$ cat src/rtl/riscv_fetch.sv
// riscv_fetch: instruction-fetch stage of the 5-stage RV64 core.
// Owns the fetch PC, issues in-order word requests to instruction memory,
// tags each request with its PC, buffers returned words in a show-ahead FIFO
// and presents {pc, instr, fault} to decode over valid/ready. Redirects flush
// the FIFO and arm a drop counter that discards responses still in flight.
module riscv_fetch #(
  parameter logic [63:0] RESETVEC        = 64'h8000_0000,
  parameter int          FIFO_DEPTH      = 2,
  parameter int          MAX_OUTSTANDING = 2
) (
  input  logic        clk,
  input  logic        reset,
  output logic        imem_req_valid,
  input  logic        imem_req_ready,
  output logic [63:0] imem_req_addr,
  input  logic        imem_rsp_valid,
  input  logic [31:0] imem_rsp_data,
  input  logic        imem_rsp_err,
  input  logic        redirect_valid,
  input  logic [63:0] redirect_pc,
  output logic        if_valid,
  input  logic        if_ready,
  output logic [63:0] if_pc,
  output logic [31:0] if_instr,
  output logic        if_fault
);

  localparam int IW        = $clog2(MAX_OUTSTANDING) + 1;
  localparam int CW        = $clog2(FIFO_DEPTH) + 1;
  localparam int SW        = ((IW > CW) ? IW : CW) + 1;
  localparam int FPW       = $clog2(FIFO_DEPTH);
  localparam int TPW       = (MAX_OUTSTANDING > 1) ? $clog2(MAX_OUTSTANDING) : 1;
  localparam int TAG_SLOTS = 1 << TPW;

  typedef struct packed {
    logic [63:0] pc;
    logic [31:0] instr;
    logic        fault;
  } fetch_entry_t;

  logic [63:0]   fetch_pc;
  logic [IW-1:0] inflight;
  logic [IW-1:0] inflight_nxt;
  logic [IW-1:0] drop;
  logic [SW-1:0] occupancy;
  logic          credit_ok;
  logic          req_fire;
  logic          rsp_keep;
  logic          if_pop;

  logic [CW-1:0]  fifo_count;
  logic [FPW-1:0] fifo_wr;
  logic [FPW-1:0] fifo_rd;
  fetch_entry_t   fifo_mem [FIFO_DEPTH];
  fetch_entry_t   head;

  logic [63:0]    tag_mem [TAG_SLOTS];
  logic [TPW-1:0] tag_wr;
  logic [TPW-1:0] tag_rd;

  // The low bits of the redirect target are forced to zero, so they are never read.
  logic unused_redirect_lsbs;
  assign unused_redirect_lsbs = ^redirect_pc[1:0];

  // Issue a request only when a FIFO slot is reserved for every response in flight.
  always_comb begin
    // NOTE: every output of a combinational block is assigned on every path, so no latch is inferred.
    occupancy      = SW'(inflight) + SW'(fifo_count);
    credit_ok      = (inflight < IW'(MAX_OUTSTANDING)) && (occupancy < SW'(FIFO_DEPTH));
    imem_req_valid = !reset && !redirect_valid && credit_ok;
  end

  assign imem_req_addr = fetch_pc;
  assign req_fire      = imem_req_valid && imem_req_ready;
  assign rsp_keep      = imem_rsp_valid && (drop == '0) && !redirect_valid;
  assign if_pop        = if_valid && if_ready;
  assign inflight_nxt  = inflight + IW'(req_fire) - IW'(imem_rsp_valid);

  // Fetch PC, outstanding-request count and stale-response drop count.
  always_ff @(posedge clk) begin
    // NOTE: sequential state uses non-blocking assignments so every register samples pre-edge values.
    if (reset) begin
      fetch_pc <= RESETVEC;
      inflight <= '0;
      drop     <= '0;
    end else begin
      inflight <= inflight_nxt;
      if (redirect_valid) begin
        fetch_pc <= {redirect_pc[63:2], 2'b00};
        drop     <= inflight_nxt;
      end else begin
        if (req_fire) begin
          fetch_pc <= fetch_pc + 64'd4;
        end
        if (imem_rsp_valid && (drop != '0)) begin
          drop <= drop - IW'(1);
        end
      end
    end
  end

  // In-order PC tag queue pointers: push on accept, pop on every response.
  always_ff @(posedge clk) begin
    if (reset) begin
      tag_wr <= '0;
      tag_rd <= '0;
    end else begin
      if (req_fire) begin
        tag_wr <= tag_wr + TPW'(1);
      end
      if (imem_rsp_valid) begin
        tag_rd <= tag_rd + TPW'(1);
      end
    end
  end

  // PC tag storage, written at accept time.
  always_ff @(posedge clk) begin
    // NOTE: storage arrays are left unreset; the pointers and counts alone define which slots are live.
    if (req_fire) begin
      tag_mem[tag_wr] <= fetch_pc;
    end
  end

  // Output FIFO control: redirect flushes, otherwise push kept responses and pop on handshake.
  always_ff @(posedge clk) begin
    if (reset || redirect_valid) begin
      fifo_wr    <= '0;
      fifo_rd    <= '0;
      fifo_count <= '0;
    end else begin
      if (rsp_keep) begin
        fifo_wr <= fifo_wr + FPW'(1);
      end
      if (if_pop) begin
        fifo_rd <= fifo_rd + FPW'(1);
      end
      fifo_count <= fifo_count + CW'(rsp_keep) - CW'(if_pop);
    end
  end

  // FIFO storage: a faulting fetch carries a zero instruction word.
  always_ff @(posedge clk) begin
    if (!reset && rsp_keep) begin
      fifo_mem[fifo_wr] <= '{pc:    tag_mem[tag_rd],
                             instr: imem_rsp_err ? 32'd0 : imem_rsp_data,
                             fault: imem_rsp_err};
    end
  end

  // Show-ahead output from the FIFO head; zeros while empty.
  assign head     = fifo_mem[fifo_rd];
  assign if_valid = (fifo_count != '0);
  assign if_pc    = if_valid ? head.pc    : 64'd0;
  assign if_instr = if_valid ? head.instr : 32'd0;
  assign if_fault = if_valid ? head.fault : 1'b0;

  a_rsp_has_request: assert property (@(posedge clk) disable iff (reset)
    imem_rsp_valid |-> (inflight != '0));
  a_fifo_no_overflow: assert property (@(posedge clk) disable iff (reset)
    (rsp_keep && !if_pop) |-> (fifo_count < CW'(FIFO_DEPTH)));
  a_fifo_no_underflow: assert property (@(posedge clk) disable iff (reset)
    if_pop |-> (fifo_count != '0));

endmodule
$ cat config.mk
export PLATFORM = sky130hd
export DESIGN_NAME = riscv_fetch
export DESIGN_NICKNAME = d
export VERILOG_FILES = /design/src/rtl/riscv_fetch.sv
export SDC_FILE = /design/constraint.sdc
export NUM_CORES = 1
export LEC_CHECK = 0
export CORE_MARGIN = 3
export CORE_UTILIZATION = 54
export DETAILED_ROUTE_END_ITERATION = 12
export PLACE_DENSITY = 0.89
export SYNTH_ARGS = -nofsm -noshare
export SYNTH_HDL_FRONTEND = slang
export SYNTH_SLANG_ARGS = --single-unit
$ cat constraint.sdc
create_clock -name clk -period 12.4 [get_ports clk]
set_input_delay 2.48 -clock clk [delete_from_list [all_inputs] [get_ports clk]]
set_output_delay 2.48 -clock clk [all_outputs]
set_load 0.05 [all_outputs]
After elaboration in Yosys (flattened, before gate mapping)
Memory sizes are Yosys's and may differ from the RTL's. A register that Yosys moved wholly into a read port is not among the register bits.
Index checks and enable logic that the tools add are counted.
{"block": "word_totals", "reg_bits": 74, "input_bits": 103, "out_inout_bits": 163, "elab_cells": 58, "ram_bits": 322, "n_memories": 2}
{"block": "op_classes", "reduce_logical": 18, "muxes": 16, "magnitude_cmp": 2, "add_sub_neg": 11}
{"name": "fifo_mem", "words": 2, "word_bits": 97, "read_ports": 1, "rd_ports_with_merged_regs": 1, "wr": 1, "line_no": "54", "text": "fetch_entry_t fifo_mem [FIFO_DEPTH];"}
{"name": "tag_mem", "words": 2, "word_bits": 64, "read_ports": 1, "rd_ports_with_merged_regs": 1, "wr": 1, "line_no": "57", "text": "logic [63:0] tag_mem [TAG_SLOTS];"}
{"cell": "$mux 64", "count": 3}
{"cell": "$add 64x3->64 const B", "count": 1}
{"cell": "$mux 32", "count": 2}
{"cell": "$logic_and 1x1->1", "count": 9}
{"cell": "$mux 1", "count": 9}
{"cell": "$reduce_bool 2->1", "count": 4}
{"cell": "$add 1x1->1 const B", "count": 4}
{"cell": "$add 2x1->2", "count": 2}
{"cell": "$mux 2", "count": 2}
{"cell": "$sub 2x1->2", "count": 2}
{"cell": "$add 2x2->3", "count": 1}
{"cell": "$lt 3x2->1 const B", "count": 1}
{"cell": "$logic_not 1->1", "count": 2}
{"cell": "$logic_not 2->1", "count": 1}
{"cell": "$lt 2x2->1 const B", "count": 1}
{"cell": "$reduce_or 2->1", "count": 1}
{"cell": "$sub 2x1->2 const B", "count": 1}
{"cell": "$logic_or 1x1->1", "count": 1}

Depth between registers and ports, before layout
Gate-level depths: netlist (run 1).
{"block": "logic_depth", "depth_word": 8, "ltp_mapped": 14, "ltp_nobuf": 12}

Least setup slack after synthesis (run 1)
No wires, ideal clock.
{"block": "synth_path", "path_type": "input to register", "startpoint": "input reset", "endpoint": "memory fifo_mem[0][0] (netlist bit) (enable)", "setup_time_ps": 665, "required_ps": 11735, "cell_stages": 4, "arrival_ps": 9483, "path_buffers": 2, "slack_ps": 2252, "path_cell_list": "clkbuf_1 or2_1 buf_2 nor3_1"}
{"block": "synth_via", "elab_chain_len": 4}
{"element": "start, declared", "line_no": "12", "text": "input logic reset,"}
{"element": "$logic_not 1->1", "line_no": "144", "text": "if (!reset && rsp_keep) begin"}
{"element": "$logic_and 1x1->1", "line_no": "144"}
{"element": "$mux 1", "line_no": "144"}
{"element": "$mux 1", "line_no": "146", "text": "instr: imem_rsp_err ? 32'd0 : imem_rsp_data,"}
{"element": "end, declared", "line_no": "54"}
No other way between the ends.

Final worst setup path (run 1)
{"block": "layout_path", "startpoint": "input redirect_valid", "endpoint": "output imem_req_valid"}
{"block": "layout_via", "elab_chain_len": 3}
{"element": "start, declared", "line_no": "19", "text": "input logic redirect_valid,"}
{"element": "$logic_not 1->1", "line_no": "70", "text": "imem_req_valid = !reset && !redirect_valid && credit_ok;"}
{"element": "$logic_and 1x1->1 (2 in series)", "line_no": "70"}
{"element": "end, declared", "line_no": "13", "text": "output logic imem_req_valid,"}
No other way between the ends.

==> flow_metrics.tcl, run 1 <==
set metrics [dict create \
    drtAntennaViolNets 0 \
    pin_count 266 \
    rows 63 \
    synth_most_common_cell "edfxtp_1" \
    hpwl_um 27100 \
    cap_violations 0 \
    insertion_delay_ps 520 \
    worstMarginPinSlew_ps 1220 \
    yosysWarnings 0 \
    fin_crit_sh_pct 59.7 \
    synth_cell_type_count 58 \
    start_kind "input pin" \
    cts_tree "yes" \
    stdcell_area_um2 20700 \
    ys_ff_latch 388 \
    cts_resized 0 \
    synth_area_leaders "edfxtp_1 (58%), dfxtp_1 (9.0%), mux2i_1 (6.0%)" \
    core_area_um2 29800 \
    h-tree-depth 2 \
    synth_common_cells "edfxtp_1 (314), nor2_1 (137), mux2i_1 (99)" \
    fill_cells 2007 \
    placed_area_um2 19300 \
    gp_congestion 0.913 \
    cts_root_buffer "clkbuf_16" \
    synth_mux_area_share_pct 10.8 \
    die_height_um 180 \
    grt.busiest_layer "met2" \
    setup.worst_path.start "redirect_valid" \
    ff2ff_setup_slack_ps 8060 \
    ir_worst_vdd_mv 0.0951 \
    rsz0062_at_grt "false" \
    clockBufferDepth 3 \
    slew_headroom_pct 18.5 \
    gr-usage-met1_pct 32.7 \
    grt_max_degree 73 \
    min_path_type "flip-flop to flip-flop" \
    synth-main-ff-cell "edfxtp_1" \
    die_width_um 180 \
    start_util_pct 55.0 \
    cp.depth 5 \
    vias 11400 \
    synth_compound_area_share_pct 4.80 \
    slew_violations 0 \
    drcViolationCount 0 \
    async_flop_share_pct 0 \
    die_area_um2 32500 \
    grt_pass1_vias 11500 \
    firstDrtPassIters 6 \
    gr-usage-met3_pct 5.89 \
    post_drt_wl_per_cell_um 22.2 \
    track_usage_pct 25.3 \
    viasPerCell 6.02 \
    avgSynthCellArea_um2 13.3 \
    crit_type "input pin to output pin" \
    cts_setup_buffers 0 \
    grt_antenna_before_repair 1 \
    timing.rr.start "fifo_count[0]" \
    cpPeakStageDelay_ps 920 \
    netlist_instances 1234 \
    skew_ps 14.6 \
    dp_cells 1830 \
    grt_first_pass_wirelength_um 65000 \
    required_ps 9920 \
    setup_viol 0 \
    crit_path_max_fanout 65 \
    final_nets 1592 \
    powerDensity_nw_per_um2 152 \
    cp.arrival_ps 4920 \
    fmax_ghz 0.135 \
    area_growth_pct 26.2 \
    io_buffers 259 \
    crit_chain "buf_2, buf_4, or2_1, nor4_1, clkdlybuf4s50_1" \
    synth_top_family_by_area "simple AND/OR/NAND/NOR gates" \
    cp_top_family "buffers and inverters" \
    grt_overflow 0 \
    drtIter0Drc 1244 \
    status "complete, no violations" \
    fin_tns_setup_ps 0 \
    cp-endpoint "imem_req_valid" \
    fin_hold_ws_ps 516 \
    drive_gt1_share_pct 11.1 \
    wirelength_um 42200 \
    hold_viol_final 0 \
    path_clk_slew_ps 60 \
    critPathSlowestCell "clkdlybuf4s50_1" \
    synth_edf_count 314 \
    numCtsBuffers 40 \
    cts_hold_buf 0 \
    synth_fa_ha_area_share_pct 0.580 \
    p_total_mw 3.13 \
    syn_area_um2 16400 \
    met2_usage_pct 42.6 \
    yosysSeqAreaShare_pct 66.6 \
    power.leakage_nw 6.61 \
    reg2regPathDepth 7 \
    synthSimpleGateAreaFrac_pct 13.4 \
    clock_sinks 388 \
    path_buf_inv 3 \
    min_period_ps 7400 \
    final_cells 1901 \
    yosysTopAreaCellShare_pct 57.5 \
    synth_xor_area_share_pct 1.66 \
    yosys.area.top_type "edfxtp_1" \
    timing.rr.end "tag_mem[0][39]" \
    crit_path_end_kind "output pin" \
    insertedDiodeCount 0 \
]
final cells by class:
type                    instances  area [µm²]  area share (%)
clock buffers                  51        1120            5.44
repair buffers                273        2690            13.0
well taps                     390         488            2.36
flip-flops and latches        388       10900            52.8
multi-input cells             761        5160            25.0
inverters                      18        67.6           0.327
clock inverters                20         229            1.11
placed cells by master, fill, tap and decap left out, drive strengths merged, types with 6 or more instances in the layout:
cell	netlist	final
ha	6	6
o22ai	8	8
o21ai	8	8
nor3	18	18
nand3	31	31
nand4	32	32
and2	7	7
a21oi	43	43
or2	6	6
and3	18	18
or4	20	20
a311oi	6	6
a31oi	8	8
clkinv	1	16
o311ai	7	7
mux2	69	69
buf	18	16
mux2i	99	99
or3	18	18
dfxtp	74	74
xnor2	27	27
nand2	76	76
nor4	25	25
inv	17	17
edfxtp	314	314
clkbuf	52	51
o211ai	13	13
nor2b	33	33
nor2	138	138
clkdlybuf4s50	0	257
kinds of logic after synthesis:
group,Yosys count
adder cells (fa/ha/maj),7
buffers and inverters,88
other,1
flip-flops,388
XOR/XNOR,31
multiplexers,168
AO/OA/AOI/OAI,119
AND/OR/NAND/NOR,432
metrics by stage:
stage,setup slack [ps],util (%)
finish,5000,69.4
global route,4900,69.4
CTS,5040,69.4
detailed placement,5070,64.8
global placement,5070,64.8
floorplan,2250,-
per-layer routing:
layer  vias up  routed length [µm]  part of all wire (%)
li1       5123                   -                     -
met1      5540               16300                    39
met2       659               20500                    49
met3       120                3980                   9.4
met4         2                1450                   3.4
met5         -                   9                 0.021
worst min-delay path by stage:
stage,startpoint,cells after the start,end,slack [ps]
after floorplan,tag_rd,2,flip-flop,480
after global placement,tag_rd,2,flip-flop,490
after detailed placement,fifo_rd,2,fifo_rd,500
after CTS,fifo_rd,2,fifo_rd,520
after global routing,imem_req_addr[63],0,tag_mem[1][63],550
final,fifo_rd,2,flip-flop,520
where the power goes:
group | internal (mW) | switching [mW]
sequential | 1.46 | 0.0546
clock | 0.745 | 0.475
combinational | 0.144 | 0.250
tightest hold or removal path, delay by kind of cell (launching register included):
kind	cells	cell delay [ps]
XOR/XNOR	1	90
flip-flops	1	320
AND/OR/NAND/NOR	1	70
state kept, by name, summed over array words and instances, names as in the netlist, named ones only:
| signal | flops |
|---|---|
| drop | 2 |
| fifo_count | 2 |
| fifo_mem | 190 |
| fifo_rd | 1 |
| fifo_wr | 1 |
| imem_req_addr | 62 |
| inflight | 2 |
| tag_mem | 124 |
| tag_rd | 1 |
| tag_wr | 1 |
(Power assumes the default switching activity.)
==> run 2, diff against run 1 <==
--- a/config.mk
+++ b/config.mk
@@ -6,9 +6,9 @@
 export NUM_CORES = 1
 export LEC_CHECK = 0
 export CORE_MARGIN = 3
-export CORE_UTILIZATION = 54
+export CORE_UTILIZATION = 48
 export DETAILED_ROUTE_END_ITERATION = 12
-export PLACE_DENSITY = 0.89
+export PLACE_DENSITY = 0.84
 export SYNTH_ARGS = -nofsm -noshare
 export SYNTH_HDL_FRONTEND = slang
 export SYNTH_SLANG_ARGS = --single-unit
==> constraint.sdc (replaced) <==
create_clock -name clk -period 6.4 [get_ports clk]
set_input_delay 1.28 -clock clk [delete_from_list [all_inputs] [get_ports clk]]
set_output_delay 1.28 -clock clk [all_outputs]
set_load 0.05 [all_outputs]
==> flow_metrics.tcl, run 2 (synthesis gave the netlist of run 1 again) <==
set metrics [dict create \
    status "complete, no violations" \
    stdcell_area_um2 20700 \
    grt_antenna_before_repair 2 \
    crit_path_max_fanout 61 \
    clockBufferDepth 3 \
    crit_chain "buf_12, mux2i_1, nor2_1, clkdlybuf4s50_1" \
    fmax_ghz 0.223 \
    track_usage_pct 22.4 \
    h-tree-depth 2 \
    slew_headroom_pct 20.1 \
    crit_type "flip-flop to output pin" \
    cpPeakStageDelay_ps 1150 \
    viasPerCell 5.78 \
    cp_top_family "buffers and inverters" \
    min_period_ps 4480 \
    p_total_mw 5.96 \
    pin_count 266 \
    power.leakage_nw 6.58 \
    powerDensity_nw_per_um2 288 \
    insertion_delay_ps 530 \
    cts_setup_buffers 0 \
    crit_path_end_kind "output pin" \
    min_path_type "flip-flop to flip-flop" \
    largest_reg_flops 190 \
    grt_overflow 0 \
    cts_tree "yes" \
    path_clk_slew_ps 60 \
    die_width_um 191 \
    cts_resized 0 \
    insertedDiodeCount 0 \
    fin_tns_setup_ps 0 \
    ir_worst_vdd_mv 0.184 \
    grt_first_pass_wirelength_um 63400 \
    drcViolationCount 0 \
    rsz0062_at_grt "false" \
    wl_met1_um 16900 \
    core_area_um2 33600 \
    hpwl_um 27400 \
    die_height_um 191 \
    setup_slack_ps 1920 \
    cp.arrival_ps 3200 \
    start_util_pct 48.7 \
    firstDrtPassIters 5 \
    slew_violations 0 \
    clock_sinks 388 \
    met3_wirelength_um 3880 \
    io_buffers 259 \
    rows 67 \
    cts_root_buffer "clkbuf_16" \
    placed_area_um2 19400 \
    numCtsBuffers 40 \
    drtAntennaViolNets 0 \
    post_drt_wl_per_cell_um 21.2 \
    grt_max_degree 75 \
    skew_ps 24.8 \
    critPathSlowestCell "dfxtp_4" \
    fin_crit_sh_pct 69.9 \
    drive_gt1_share_pct 10.6 \
    cap_violations 0 \
    start_kind "flip-flop" \
    hold_viol_final 0 \
    grt_pass1_vias 11200 \
    worstMarginPinSlew_ps 1200 \
    die_area_um2 36400 \
    pre_cts_ws_ps 1700 \
    setup_viol 0 \
    top_register "fifo_mem" \
    area_growth_pct 26.4 \
    gp_congestion 0.915 \
    final_nets 1594 \
    drtIter0Drc 1150 \
    wirelength_um 41500 \
    vias 11300 \
    top_layer "met5" \
    final_common_cell "edfxtp_1" \
    cts_hold_buf 0 \
    met2WireLength_um 19700 \
    path_buf_inv 2 \
    most-common-layout-cells "edfxtp_1 (314), clkdlybuf4s50_1 (257), nor2_1 (135), mux2i_1 (99), nand2_1 (76)" \
    required_ps 5120 \
]
[run 2: power breakdown]
part | leakage, nW | switching, mW | internal (mW)
clock | 0.622 | 0.906 | 1.34
combinational | 2.47 | 0.480 | 0.282
sequential | 3.49 | 0.108 | 2.84
total | 6.58 | 1.49 | 4.46
[run 2: worst reg2reg max path, delay by kind of cell, from the launching register on]
kind / cells / cell delay, ps
flops: 1 / 400
compound gates: 1 / 290
simple gates: 5 / 2470
buf+inv: 1 / 390
fa+ha+maj: 1 / 470
[run 2: area by class of cell]
type / count / area [µm²]
sequential: 388 / 10900
timing repair buffer: 275 / 2730
clock buffer: 62 / 1180
tap: 448 / 561
inverter: 18 / 67.6
multi-input combinational: 761 / 5170
fill: 2491 / 12900
clock inverter: 10 / 98.8
[run 2: layer usage]
layer | track usage [%] | vias up
met5 | 0 | -
met4 | 6.60 | 4
met3 | 5.00 | 90
met2 | 36.6 | 578
met1 | 30.4 | 5526
li1 | - | 5139
[run 2: through the flow]
step	util, %	hold slack [ps]	std cells
final	61.6	515	1962
after CTS	61.6	516	1962
after global routing	61.6	554	1962
after global placement	57.8	491	1890
after floorplan	-	480	1237
after detailed placement	57.8	498	1890
[run 2: worst paths after layout]
path,slack [ps],startpoint,to,cells after the start
worst max-delay path,1920,flip-flop,if_instr[0],4
worst min-delay path,510,fifo_rd,flip-flop,2
worst max register to register,2280,fifo_count[0],imem_req_addr[50],8
worst min register to register,510,fifo_rd,flip-flop,2
==> run 3, diff against run 2 <==
==> constraint.sdc (replaced) <==
create_clock -name clk -period 3.8 [get_ports clk]
set_input_delay 0.76 -clock clk [delete_from_list [all_inputs] [get_ports clk]]
set_output_delay 0.76 -clock clk [all_outputs]
set_load 0.05 [all_outputs]
==> flow_metrics.tcl, run 3 (synthesis gave the netlist of run 1 again) <==
set metrics [dict create \
    status "complete, no violations" \
    final_common_cell "edfxtp_1" \
    intPower_mw 7.64 \
    setup_slack_ps 366 \
    powerDensity_nw_per_um2 484 \
    cts_root_buffer "clkbuf_16" \
    wirelength_um 41900 \
    crit_path_max_fanout 30 \
    die_area_um2 36400 \
    rsz0062_at_grt "false" \
    crit_type "flip-flop to output pin" \
    die_height_um 191 \
    cts_tree "yes" \
    pin_count 266 \
    min_path_type "flip-flop to flip-flop" \
    firstDrtPassIters 6 \
    clock_sinks 388 \
    setup_viol 0 \
    cts_setup_buffers 0 \
    gp_congestion 0.938 \
    grt_first_pass_wirelength_um 63800 \
    cap_violations 0 \
    drtAntennaViolNets 0 \
    p_seq_share_pct 48.6 \
    ir_worst_vdd_mv 0.346 \
    final_nets 1614 \
    grt_overflow 0 \
    numCtsBuffers 40 \
    viasPerCell 5.72 \
    critPathSlowestCell "clkdlybuf4s50_1" \
    crit_path_end_kind "output pin" \
    path_clk_slew_ps 60 \
    die_width_um 191 \
    fmax_ghz 0.291 \
    cp_top_family "buffers and inverters" \
    core_area_um2 33600 \
    pwr-share-clk_pct 38.3 \
    p_comb_share_pct 13.1 \
    largest_reg_flops 190 \
    start_kind "flip-flop" \
    hold_viol_final 0 \
    pre_cts_ws_ps 376 \
    area_growth_pct 28.2 \
    top_register "fifo_mem" \
    clockBufferDepth 3 \
    power.leakage_nw 6.73 \
    path_buf_inv 2 \
    min_period_ps 3430 \
    h-tree-depth 2 \
    crit_chain "buf_12, mux2i_1, nor2_1, clkdlybuf4s50_1" \
    grt_pass1_vias 11300 \
    grt_antenna_before_repair 6 \
    cts_hold_buf 0 \
    skew_ps 16.3 \
    fill_cells 2472 \
    worstMarginPinSlew_ps 967 \
    stdcell_area_um2 21000 \
    grt_max_degree 82 \
    io_buffers 259 \
    vias 11300 \
    hpwl_um 28200 \
    post_drt_wl_per_cell_um 21.1 \
    cts_resized 0 \
    cp.arrival_ps 2670 \
    start_util_pct 48.7 \
    insertion_delay_ps 520 \
    cpPeakStageDelay_ps 860 \
    slew_violations 0 \
    required_ps 3040 \
    placed_area_um2 19700 \
    slew_headroom_pct 35.0 \
    drcViolationCount 0 \
    most-common-layout-cells "edfxtp_1 (314), clkdlybuf4s50_1 (256), nor2_1 (135), mux2i_1 (99), nand2_1 (76)" \
    fin_crit_sh_pct 90.4 \
    drtIter0Drc 1005 \
    rows 67 \
    drive_gt1_share_pct 12.0 \
    track_usage_pct 22.6 \
    fin_hold_ws_ps 518 \
    sw_frac_of_total_pct 24.8 \
    switchingPower_mw 2.52 \
]
[run 3: worst paths after layout]
path,cells past startpoint,end,from,slack [ps]
worst max register to register,7,imem_req_addr[54],fifo_count[0],490
worst max-delay path,4,if_pc[38],flip-flop,370
worst min-delay path,2,flip-flop,tag_rd,520
worst min register to register,2,flip-flop,tag_rd,520
[run 3: cell type report]
| cell class | count | area, µm² | share of cell area (%) |
|---|---|---|---|
| Multi-Input combinational cell | 761 | 5180 | 24.7 |
| Inverter | 18 | 67.6 | 0.322 |
| Tap cell | 448 | 561 | 2.67 |
| Timing Repair Buffer | 295 | 2980 | 14.2 |
| Clock inverter | 14 | 199 | 0.947 |
| Clock buffer | 56 | 1100 | 5.25 |
| Antenna cell | 1 | 2.50 | 0.0119 |
| Sequential cell | 388 | 10900 | 52.0 |
[run 3: metal layers]
metal | global-route usage (%) | vias up | part of all wire [%]
met5 | 0 | - | 0.16
li1 | - | 5187 | -
met2 | 37.2 | 542 | 48
met1 | 29.1 | 5495 | 39
met4 | 8.41 | 10 | 3.6
met3 | 5.46 | 104 | 9.1
[run 3: power groups by stage]
stage               logic [mW]  clock network [mW]  registers, mW
detailed placement        1.33                   0           5.02
CTS                       1.34                3.96           4.93
global route              1.41                4.11           4.95
finish                    1.33                3.89           4.94
floorplan                0.687                   0           5.12
global placement          1.31                   0           5.01
[run 3: per-stage QoR]
step / instances / power, mW / utilization (%) / setup TNS [ps]
2_1_floorplan: 1237 / 5.80 / - / -32310
3_3_place_gp: 1910 / 6.32 / 58.6 / 0
3_5_place_dp: 1910 / 6.35 / 58.6 / 0
4_1_cts: 1980 / 10.2 / 62.5 / 0
5_1_grt: 1981 / 10.5 / 62.5 / 0
6_report: 1981 / 10.2 / 62.5 / 0
[run 3: worst reg2reg max path, cell delays in order, from the launching register on]
cell	delay [ps]
dfxtp_1	400
and2_1	170
fa_1	470
or4b_4	700
buf_4	260
or4_1	550
or4_1	410
a311oi_1	270
